File: src/rtl/console_bus_sequencer_if.sv
// CPU-socket / buffered-peripheral bus signals between the E/Q sequencer
// and the rest of the console.
interface console_bus_if;
  // Handshake: a selected cycle holds in Q3 while dev_rdy = 0. The clk in
  // which dev_rdy = 1 (or the wait limit is reached) is the last one of
  // the cycle. dev_rdy is ignored in unselected cycles.
  logic cpu_rw;
  logic dev_sel;
  logic dev_rdy;
  logic e;
  logic q;
  logic xcvr_oe_n;
  logic xcvr_t_nr;
  logic dev_wr_strobe;
  logic timeout;

  modport master (
    input  cpu_rw, dev_sel, dev_rdy,
    output e, q, xcvr_oe_n, xcvr_t_nr, dev_wr_strobe, timeout
  );

  modport slave (
    output cpu_rw, dev_sel, dev_rdy,
    input  e, q, xcvr_oe_n, xcvr_t_nr, dev_wr_strobe, timeout
  );
endinterface

File: src/rtl/console_bus_sequencer.sv
// 6809E E/Q quadrature generator with data-bus transceiver sequencing
// and bounded E-high stretching for slow peripherals.
module console_bus_sequencer #(
  parameter int unsigned MAX_WAIT = 7
) (
  input  logic                 clk,
  input  logic                 rst,
  console_bus_if.master        bus,
  output logic [1:0]           dbg_phase
);
  localparam int CW = $clog2(MAX_WAIT + 1);

  typedef enum logic [1:0] {Q0 = 2'd0, Q1 = 2'd1, Q2 = 2'd2, Q3 = 2'd3} phase_t;

  phase_t          state, state_nxt;
  logic [CW-1:0]   wait_cnt, wait_cnt_nxt;
  logic            cyc_rw, cyc_sel;
  logic            stretch, at_limit, last_q3;

  always_comb begin
    state_nxt    = state;
    wait_cnt_nxt = wait_cnt;
    stretch      = cyc_sel && !bus.dev_rdy;
    at_limit     = (wait_cnt == CW'(MAX_WAIT));
    case (state)
      Q0: state_nxt = Q1;
      Q1: state_nxt = Q2;
      Q2: state_nxt = Q3;
      Q3: begin
        if (!stretch || at_limit) begin
          state_nxt = Q0;
        end else begin
          wait_cnt_nxt = wait_cnt + 1'b1;
        end
      end
      default: state_nxt = Q0;
    endcase
    last_q3 = (state == Q3) && (state_nxt == Q0);
  end

  // Both pulses are combinational so they line up with the exit clk even
  // when dev_rdy rises in that same clk.
  assign bus.dev_wr_strobe = last_q3 && cyc_sel && !cyc_rw;
  assign bus.timeout       = last_q3 && stretch && at_limit;
  assign dbg_phase         = state;

  always_ff @(posedge clk or posedge rst) begin
    if (rst) begin
      state         <= Q0;
      wait_cnt      <= '0;
      bus.e         <= 1'b0;
      bus.q         <= 1'b0;
      bus.xcvr_oe_n <= 1'b1;
      bus.xcvr_t_nr <= 1'b0;
      cyc_sel       <= 1'b0;
      cyc_rw        <= 1'b1;
    end else begin
      state    <= state_nxt;
      wait_cnt <= (state_nxt == Q0) ? '0 : wait_cnt_nxt;
      bus.e    <= (state_nxt == Q2) || (state_nxt == Q3);
      bus.q    <= (state_nxt == Q1) || (state_nxt == Q2);
      // Direction only moves here, a full clk before the enable edge.
      if (state == Q1) begin
        cyc_rw  <= bus.cpu_rw;
        cyc_sel <= bus.dev_sel;
        if (bus.dev_sel) bus.xcvr_t_nr <= ~bus.cpu_rw;
      end
      if (state == Q2) bus.xcvr_oe_n <= ~cyc_sel;
      if (last_q3)     bus.xcvr_oe_n <= 1'b1;
    end
  end
endmodule

File: src/flat_wrapper.sv
// flat-port wrapper written by rule: the top's interface ports become plain ports
module console_bus_sequencer_flat 
#(
  parameter int unsigned MAX_WAIT = 7
)
  (clk, rst, dbg_phase, bus_cpu_rw, bus_dev_sel, bus_dev_rdy, bus_e, bus_q, bus_xcvr_oe_n, bus_xcvr_t_nr, bus_dev_wr_strobe, bus_timeout);
  console_bus_if bus_i ();
  input  logic clk;
  input  logic rst;
  output logic [1:0] dbg_phase;
  input wire logic [$bits(bus_i.cpu_rw)-1:0] bus_cpu_rw;
  input wire logic [$bits(bus_i.dev_sel)-1:0] bus_dev_sel;
  input wire logic [$bits(bus_i.dev_rdy)-1:0] bus_dev_rdy;
  output wire logic [$bits(bus_i.e)-1:0] bus_e;
  output wire logic [$bits(bus_i.q)-1:0] bus_q;
  output wire logic [$bits(bus_i.xcvr_oe_n)-1:0] bus_xcvr_oe_n;
  output wire logic [$bits(bus_i.xcvr_t_nr)-1:0] bus_xcvr_t_nr;
  output wire logic [$bits(bus_i.dev_wr_strobe)-1:0] bus_dev_wr_strobe;
  output wire logic [$bits(bus_i.timeout)-1:0] bus_timeout;
  assign bus_i.cpu_rw = bus_cpu_rw;
  assign bus_i.dev_sel = bus_dev_sel;
  assign bus_i.dev_rdy = bus_dev_rdy;
  assign bus_e = bus_i.e;
  assign bus_q = bus_i.q;
  assign bus_xcvr_oe_n = bus_i.xcvr_oe_n;
  assign bus_xcvr_t_nr = bus_i.xcvr_t_nr;
  assign bus_dev_wr_strobe = bus_i.dev_wr_strobe;
  assign bus_timeout = bus_i.timeout;
  console_bus_sequencer #(.MAX_WAIT(MAX_WAIT)) u_core (.clk(clk), .rst(rst), .bus(bus_i), .dbg_phase(dbg_phase));
endmodule
File: config.mk
export PLATFORM = sky130hd
export DESIGN_NAME = console_bus_sequencer_flat
export DESIGN_NICKNAME = d
export VERILOG_FILES = /design/src/rtl/console_bus_sequencer_if.sv /design/src/rtl/console_bus_sequencer.sv /design/src/flat_wrapper.sv
export SDC_FILE = /design/constraint.sdc
export NUM_CORES = 1
export LEC_CHECK = 0
export CORE_MARGIN = 2
export CORE_UTILIZATION = 40
export CTS_CLUSTER_SIZE = 16
export DETAILED_ROUTE_END_ITERATION = 7
export PLACE_DENSITY = 0.74
export SYNTH_ARGS = -nofsm -noshare
export SYNTH_HDL_FRONTEND = slang
export SYNTH_SLANG_ARGS = --single-unit
File: constraint.sdc
create_clock -name clk -period 2.53 [get_ports clk]
set_input_delay 0.253 -clock clk [delete_from_list [all_inputs] [get_ports clk]]
set_output_delay 0.253 -clock clk [all_outputs]
set_load 0.03 [all_outputs]
==> qor.csv <==
metric;value;unit
share of the synthesized area in the top cell type;42.6;%
Clock Skews;0.00178;ns
Most Frequent Cell on Critical Path;ha_1;
Worst setup SP type;register;
Post-CTS Repair Setup Buffers;0;
HPWL after detailed placement;730;µm
diodes inserted;0;
fmax;0.419;GHz
largest family of logic cells by synthesized area;simple AND/OR/NAND/NOR gates;
CP delay by family, top;adder cells;
PortBufs;12;
largest area contributor in the netlist;dfrtp_1;
Ys Warns;0;
Pre-antenna DRT Iters;2;
combined area of the multi-input logic cells;219;µm²
gr usage total;15.0;%
pin count of the biggest net entering global routing;12;
via/cell ratio;4.71;
clock tree buffer depth;2;
Sink Count;11;
Rows;13;
Critical Path AT;2.14;ns
clock buffers created by TritonCTS;3;
Avg WL per Cell;10.8;µm
CTS H-tree depth;1;
vias in the first global route;387;
DRC Markers;0;
Area contributors post-synth;dfrtp_1 43%, dfstp_2 9.9%, ha_1 9.5%;
die area;1630;µm²
antenna violations before repair;0;
Clock transition at path regs;0.07;ns
CTS Hold Bufs;0;
Syn Nets;59;
global placer's final weighted congestion;0.744;
post-CTS sizing;11;
Fillers;120;
unique cell type count in the Yosys netlist;19;
Final setup viols;0;
cells along the critical path;ha_1 > ha_2 > or3b_4 > o21a_1 > ha_1 > nand3_1 > nor2_1 > clkbuf_4;
share of layout cells above drive strength 1;21.7;%
reg2reg start;u_core.wait_cnt[0];
Vias;396;
CP Buf/Inv Count;1;
sequential cell area;278;µm²
relative slew slack;73.4;%
mux contribution to synthesized area;2.13;%
Final Non-Filler Cells;84;
initial drt markers;2;
Core ar.;1270;µm²
pwr/cell area;1390;nW/µm²
die height;40.4;µm
FF+latch count, synth;11;
Max stage delay on crit path;0.38;ns
clock root cell;clkbuf_4;
first-pass GRT wire length;1610;µm
Mapped Area;529;µm²
fin crit share;94.4;%
placed instance count;80;
simple-gate share of the synthesized area;18.2;%
Setup CP Type;reg -> out;
Ports;13;
static leakage;0.336;nW
min cycle time layout;2.39;ns
total wire length;906;µm
CP Capture Type;primary output;
final hold vios;0;
Clock Latency Late Sink;0.27;ns
CTS tree;done;
VDD IR-drop max;0.000651;V
Initial Utilization;41.7;%
Max Cap Viol;0;
reg2reg path depth;9;
Layout area overhead;33.6;%
status;completed;
Nets;79;
global route overflow;0;
crit path from;u_core.wait_cnt[0];
sequential share of the synthesized area;52.5;%
RSZ-0062 raised after global routing;no;
xor-xnor portion of the synthesized cell area;0;%
R2R Path End;u_core.bus.xcvr_oe_n;
Post-Synth Adder-Cell Area;9.46;%
Routed Antenna Nets;0;
max-slew violations;0;
crit path max fanout;2;
post-synthesis cell count;50;
hold_ws;0.259;ns
Hold Path Class;in -> async;
slowest CP cell;dfrtp_1;
Synth Area in Compound Gates;10.6;%
mean post-synth cell area;10.6;µm²
Worst Path Required;2.28;ns
Reg2Reg Setup Slack;0.46;ns
die width;40.4;µm
worst-margin pin slew;0.399;ns
==> layout make-up <==
cell class                      instances  share of cell area (%)
Timing Repair Buffer                   17                    21.2
Multi-Input combinational cell         33                    31.0
Tap cell                               15                    2.65
Clock buffer                            4                    3.72
Sequential cell                        11                    39.3
Inverter                                4                    2.12
==> worst max path at each step <==
| stage | cells past startpoint | end | slack, ns |
|---|---|---|---|
| after detailed placement | 9 | bus_dev_wr_strobe | -0.02 |
| after CTS | 9 | bus_dev_wr_strobe | 0.1 |
| final | 8 | bus_timeout | 0.14 |
| after global placement | 8 | bus_dev_wr_strobe | 0.009 |
| after global routing | 9 | bus_timeout | 0.02 |
| after floorplan | 8 | bus_dev_wr_strobe | 0.34 |
==> where the power goes <==
| group | leakage, nW | switching, mW | internal (mW) |
|---|---|---|---|
| clock network | 0.0150 | 0.0609 | 0.0612 |
| registers | 0.130 | 0.0629 | 0.273 |
| logic | 0.191 | 0.268 | 0.253 |
==> layer usage <==
metal	track usage, %	vias to the layer above	routed length, µm
li1	-	207	-
met2	23.4	8	444
met1	20.5	179	406
met3	1.67	2	33
met4	7.50	0	21
met5	0	-	0
==> registers in the layout, summed over array words and instances (netlist names) <==
name and flops:
u_core.bus.e 1, u_core.bus.q 1, u_core.cyc_sel 1, u_core.bus.xcvr_oe_n 1, u_core.bus.xcvr_t_nr 1, u_core.dbg_phase 2, u_core.wait_cnt 3, u_core.cyc_rw 1
==> per-stage QoR <==
step	TNS [ns]	total power [mW]	area, µm²	setup slack (ns)	utilization [%]
finish	0	0.979	707	0.141	55.7
global route	0	1.07	707	0.0218	55.7
floorplan	0	0.677	529	0.341	-
CTS	0	0.985	699	0.0995	55.1
global placement	0	0.851	683	0.00878	53.8
detailed placement	-0.0249	0.862	683	-0.0184	53.8
==> layout by cell type, fill, tap and decap left out <==
| cell | count |
|---|---|
| buf_4 | 5 |
| nand2_1 | 9 |
| clkbuf_4 | 4 |
| dfrtp_1 | 9 |
| nor3_1 | 1 |
| clkbuf_1 | 1 |
| ha_1 | 3 |
| inv_1 | 4 |
| nand2b_1 | 2 |
| or3b_4 | 1 |
| a21o_1 | 1 |
| a21oi_1 | 1 |
| mux2_2 | 1 |
| o21a_1 | 2 |
| dfstp_2 | 2 |
| nand3b_1 | 2 |
| o22a_1 | 1 |
| ha_2 | 1 |
| nor2_1 | 1 |
| buf_2 | 1 |
| o21ai_0 | 4 |
| clkdlybuf4s50_1 | 10 |
| nor3b_1 | 1 |
| nand3_1 | 2 |
==> kinds of logic after synthesis <==
logic type,Yosys count
simple gates,19
flops,11
compound gates,9
buf+inv,6
fa+ha+maj,4
mux,1
==> cells in the mapped netlist <==
cell / n
a21o_1: 1
a21oi_1: 1
buf_6: 2
dfrtp_1: 9
dfstp_2: 2
ha_1: 4
inv_1: 4
mux2_2: 1
nand2_1: 9
nand2b_1: 2
nand3_1: 2
nand3b_1: 2
nor2_1: 1
nor3_1: 1
nor3b_1: 1
o21a_1: 2
o21ai_0: 4
o22a_1: 1
or3b_1: 1
No activity file was read; power rests on OpenSTA's default activity.
